**src/rtl/cpu_clk_pkg.sv**
```systemverilog
// Shared definitions for the CPU run-control block: switch encodings and
// the push-button debounce state machine encoding.
package cpu_clk_pkg;

  localparam logic [1:0] MODE_STOP = 2'b00;
  localparam logic [1:0] MODE_SLOW = 2'b01;
  localparam logic [1:0] MODE_STEP = 2'b10;
  localparam logic [1:0] MODE_FAST = 2'b11;

  typedef enum logic [1:0] {
    IDLE,
    WAIT_PRESS,
    PRESSED,
    WAIT_RELEASE
  } db_state_t;

endpackage

```
**src/rtl/btn_debounce.sv**
```systemverilog
// Synchronises a bouncy push-button and emits a single-cycle pulse once the
// press has been stable for DEBOUNCE_CYCLES; the release must also be stable.
module btn_debounce
  import cpu_clk_pkg::*;
#(
  parameter int DEBOUNCE_CYCLES = 1_000_000
) (
  input  logic clk,
  input  logic reset,
  input  logic btn_raw,
  output logic pulse
);

  localparam int CNT_BITS = (DEBOUNCE_CYCLES > 1) ? $clog2(DEBOUNCE_CYCLES) : 1;
  localparam logic [CNT_BITS-1:0] CNT_LAST = CNT_BITS'(DEBOUNCE_CYCLES - 1);

  logic                btn_meta;
  logic                btn_sync;
  logic [CNT_BITS-1:0] cnt;
  db_state_t           state;

  always_ff @(posedge clk or posedge reset) begin
    if (reset) begin
      btn_meta <= 1'b0;
      btn_sync <= 1'b0;
    end else begin
      btn_meta <= btn_raw;
      btn_sync <= btn_meta;
    end
  end

  // pulse is set on the transition into PRESSED so it is high exactly while in PRESSED
  always_ff @(posedge clk or posedge reset) begin
    if (reset) begin
      state <= IDLE;
      cnt   <= '0;
      pulse <= 1'b0;
    end else begin
      pulse <= 1'b0;
      case (state)
        IDLE: begin
          if (btn_sync) begin
            cnt   <= '0;
            state <= WAIT_PRESS;
          end
        end
        WAIT_PRESS: begin
          if (!btn_sync) begin
            state <= IDLE;
          end else if (cnt == CNT_LAST) begin
            state <= PRESSED;
            pulse <= 1'b1;
          end else begin
            cnt <= cnt + 1'b1;
          end
        end
        PRESSED: begin
          cnt   <= '0;
          state <= WAIT_RELEASE;
        end
        WAIT_RELEASE: begin
          if (btn_sync) begin
            cnt <= '0;
          end else if (cnt == CNT_LAST) begin
            state <= IDLE;
          end else begin
            cnt <= cnt + 1'b1;
          end
        end
        default: begin
          cnt   <= '0;
          state <= IDLE;
        end
      endcase
    end
  end

endmodule

```
**src/rtl/cpu_clk_ctrl.sv**
```systemverilog
// CPU run control: turns the 1 Hz square wave, step button and mode switches
// into a single-cycle clock enable on clk and counts the enabled cycles.
module cpu_clk_ctrl
  import cpu_clk_pkg::*;
#(
  parameter int DEBOUNCE_CYCLES = 1_000_000,
  parameter int CNT_W           = 32
) (
  input  logic             clk,
  input  logic             reset,
  input  logic             clk_slow,
  input  logic             step_btn,
  input  logic [1:0]       mode,
  input  logic             halt,
  output logic             cpu_ce,
  output logic [CNT_W-1:0] cycle_cnt
);

  logic       slow_meta;
  logic       sync_slow;
  logic       slow_d;
  logic [1:0] mode_meta;
  logic [1:0] sync_mode;
  logic       slow_tick;
  logic       step_pulse;
  logic       ce_next;

  always_ff @(posedge clk or posedge reset) begin
    if (reset) begin
      slow_meta <= 1'b0;
      sync_slow <= 1'b0;
      slow_d    <= 1'b0;
      mode_meta <= MODE_STOP;
      sync_mode <= MODE_STOP;
    end else begin
      slow_meta <= clk_slow;
      sync_slow <= slow_meta;
      slow_d    <= sync_slow;
      mode_meta <= mode;
      sync_mode <= mode_meta;
    end
  end

  // only rising edges of the slow clock produce a tick
  assign slow_tick = sync_slow & ~slow_d;

  btn_debounce #(
    .DEBOUNCE_CYCLES(DEBOUNCE_CYCLES)
  ) u_btn_debounce (
    .clk     (clk),
    .reset   (reset),
    .btn_raw (step_btn),
    .pulse   (step_pulse)
  );

  // unselected ticks and pulses simply fall through and are lost
  always_comb begin
    ce_next = 1'b0;
    if (!halt) begin
      case (sync_mode)
        MODE_STOP: ce_next = 1'b0;
        MODE_SLOW: ce_next = slow_tick;
        MODE_STEP: ce_next = step_pulse;
        MODE_FAST: ce_next = 1'b1;
        default:   ce_next = 1'b0;
      endcase
    end
  end

  always_ff @(posedge clk or posedge reset) begin
    if (reset) begin
      cpu_ce    <= 1'b0;
      cycle_cnt <= '0;
    end else begin
      cpu_ce <= ce_next;
      if (cpu_ce) begin
        cycle_cnt <= cycle_cnt + 1'b1;
      end
    end
  end

endmodule

```
**config.mk**
```make
export PLATFORM = sky130hd
export DESIGN_NAME = cpu_clk_ctrl
export DESIGN_NICKNAME = d
export VERILOG_FILES = /design/src/rtl/cpu_clk_pkg.sv /design/src/rtl/btn_debounce.sv /design/src/rtl/cpu_clk_ctrl.sv
export SDC_FILE = /design/constraint.sdc
export NUM_CORES = 1
export LEC_CHECK = 0
export BUFFER_PORTS_ARGS = -buffer_cell sky130_fd_sc_hd__buf_2
export CORE_MARGIN = 3
export CORE_UTILIZATION = 50
export DETAILED_ROUTE_END_ITERATION = 8
export PLACE_DENSITY = 0.72
export SLEW_MARGIN = 20
export SYNTH_ARGS = -nofsm -noshare
export SYNTH_HDL_FRONTEND = slang
export SYNTH_SLANG_ARGS = --single-unit
```
**constraint.sdc**
```tcl
create_clock -name clk -period 5.4 [get_ports clk]
set_input_delay 0.54 -clock clk [delete_from_list [all_inputs] [get_ports clk]]
set_output_delay 0.54 -clock clk [all_outputs]
set_load 0.02 [all_outputs]
```
==> results by group <==
Status
  • Status: finished, final reports clean

Min path
  • Worst hold-check path type: in2reg
  • Hold_sp: mode[0]
  • Hold Path Depth: 1

Timing
  • Final setup violation count: 0
  • Max frequency: 0.470 GHz
  • Period minus WS final: 2.13 ns
  • Measured slew at the worst slew-check pin: 0.803 ns
  • Final slew viol count: 0
  • Final Cycle Share: 39.4%
  • Worst Setup Slack, final: 3.27 ns
  • Max transition margin: 46.5%
  • Final-report hold violation count: 0
  • Setup TNS: 0 ns
  • Fin Clk Skew: 0.00529 ns
  • RSZ-0062 raised after global routing: no

Synthesis
  • Syn Std Cell Area: 2900 um^2
  • Avg Cell Area, Syn: 11.1 um^2
  • Yosys warnings: 0
  • Async S/R FF share, synth: 100%
  • Synth top area cells: dfrtp_1, xnor2_1, xor2_1
  • Top cell type's share of synthesized area: 56.2%
  • Synth unique cells: 40
  • Seq/Total Area, Yosys: 56.2%
  • Synth top cells by count: dfrtp_1, xnor2_1, nand2_1, nor2_1, xor2_1
  • EDFF count, synth: 0
  • Post-Synthesis Cells: 262
  • Cell type with the largest total area after synthesis: dfrtp_1
  • Most frequent cell after synthesis: dfrtp_1
  • Top FF cell, synth: dfrtp_1
  • Mapped Nets: 271
  • Synth Register Bits: 65

Floorplanning
  • Core Region: 5540 um^2
  • Starting density of the core: 52.3%
  • Die Span X: 82.1 um
  • Row cnt: 27
  • I/O pin cnt: 40
  • Die ar.: 6740 um^2
  • Die H: 82.1 um

CTS
  • Setup bufs post-CTS: 0
  • Clock Sinks: 65
  • H-tree depth: 3
  • Hold Buf Count CTS: 0
  • TritonCTS Buffers: 9
  • CTS tree: done
  • Max clock buf depth: 2
  • Root Driver: clkbuf_8
  • PostCTS Resize Cnt: 0
  • Clk slew on worst S/H paths: 0.07 ns
  • Clk_lat worst skew: 0.33 ns

Critical path
  • CP arrival: 2.34 ns
  • CP endpoint kind: flip-flop
  • WS Path Type: reg2reg
  • Crit path launch type: flip-flop
  • Reg2Reg Launch Point: u_btn_debounce.cnt[11]$_DFFE_PP0P_
  • Critical path peak fanout: 12
  • R2r worst-path depth: 5
  • Crit path from: u_btn_debounce.cnt[11]$_DFFE_PP0P_
  • WP data required: 5.61 ns

Power
  • Worst VDD drop: 0.155 mV
  • Static Leak: 1.65 nW
  • Pwr dens: 310 nW/um^2

Global routing
  • Overall routing resource usage: 18.2%
  • Grt total ovfl: 0
  • Vias in the first global route: 1969
  • Antenna violations before repair: 0
  • Pin count of the biggest net entering global routing: 66
  • First-pass GRT wire length: 9310 um

Placement
  • RePlAce Congestion: 0.836
  • PortBufs: 39
  • Placed cells: 368
  • Post-detail-place hpwl: 3790 um
  • Dpl ws: 3.30 ns

Routing
  • First-pass iteration count of the detailed router: 4
  • WL/cell: 14.4 um
  • Met1 WL: 2610 um
  • Metal3 WL: 266 um
  • Met2 WL: 2560 um
  • DR vias: 2099
  • DRC: 0
  • Highest metal used: met4
  • First DRT Iteration DRCs: 79
  • Vias per std cell: 5.48
  • Routed Wire Length: 5520 um
  • Antenna-violating nets left: 0

Finish
  • Fin nets: 316
  • Layout cells sized above 1: 20.3%
  • Core Util, Final: 60.3%
  • Area grow syn2layout: 15.3%
  • ANT cells: 0
  • Area of the multi-input gates: 1230 um^2
  • FF/Latch Area: 1630 um^2
  • Filler cells: 485
  • Non-Filler Instances: 383

Job
  • Max cap viols: 0
-- cells in the final DEF (no fill, tap or decap), types with 3 or more instances in the layout --
master    instances
nand2_1          23
xnor2_1          24
buf_2            39
clkbuf_8         12
and3_1           16
nand4_1          14
o21ai_1           3
a21oi_1           5
nor2_1           23
nor3_1            5
nand3_1          14
or3_1             4
xor2_1           20
dfrtp_1          65
o21ai_0           4
and4b_1           3
and4_1            5
-- critical path, cell delays in order (launching register included) --
cell	delay (ns)
dfrtp_1	0.43
nor4_1	0.30
nand4_1	0.44
nor2_1	0.36
nand2_1	0.13
maj3_1	0.36
-- metrics by stage --
step           hold slack, ns  power [mW]  instance area (um^2)
6_report                0.310        1.04                  3340
5_1_grt                 0.291        1.09                  3340
4_1_cts                 0.292        1.05                  3340
3_5_place_dp            0.337       0.670                  3160
3_3_place_gp            0.334       0.660                  3160
2_1_floorplan           0.331       0.627                  2900
-- final cells by class --
type | instances | share of cell area, %
Inverter | 2 | 0.225
Clock inverter | 2 | 0.375
Tap cell | 72 | 2.70
Timing Repair Buffer | 40 | 6.07
Sequential cell | 65 | 48.7
Clock buffer | 13 | 5.06
Multi-Input combinational cell | 189 | 36.9
-- metal layers --
layer / global-route usage, % / vias to the layer above
li1: - / 1007
met4: 6.64 / 0
met1: 24.8 / 1037
met2: 27.5 / 43
met5: 0 / -
met3: 5.31 / 12
-- kinds of logic after synthesis --
family | share of synthesized area, %
AND/OR/NAND/NOR | 22.5
flip-flops | 56.2
XOR/XNOR | 13.3
AO/OA/AOI/OAI | 3.67
buffers and inverters | 1.30
multiplexers | 1.47
adder cells (fa/ha/maj) | 1.55
-- sequential cells by signal, indices dropped and copies added, names as in the netlist, 2 cells and up, named ones only --
register,flops
sync_mode,2
mode_meta,2
cycle_cnt,32
u_btn_debounce.cnt,20
-- worst paths after layout --
| path | endpoint | slack (ns) |
|---|---|---|
| max in group asynchronous | u_btn_debounce.cnt[6]$_DFFE_PP0P_ | 4.44 |
| min in group asynchronous | sync_slow$_DFF_PP0_ | 0.42 |
| setup reg to reg | u_btn_debounce.state[0]$_DFFE_PP0P_ | 3.27 |
| hold / removal | mode_meta[0]$_DFF_PP0_ | 0.31 |
| setup / recovery | u_btn_debounce.state[0]$_DFFE_PP0P_ | 3.27 |
| hold reg to reg | sync_mode[1]$_DFF_PP0_ | 0.35 |
-- report_power, final --
group / internal (mW) / leakage [nW] / switching (mW) / total, mW
clock: 0.201 / 0.0915 / 0.178 / 0.379
sequential: 0.516 / 0.873 / 0.0392 / 0.556
combinational: 0.0402 / 0.684 / 0.0623 / 0.103
total: 0.758 / 1.65 / 0.279 / 1.04
No activity file was read; power rests on OpenSTA's default activity.
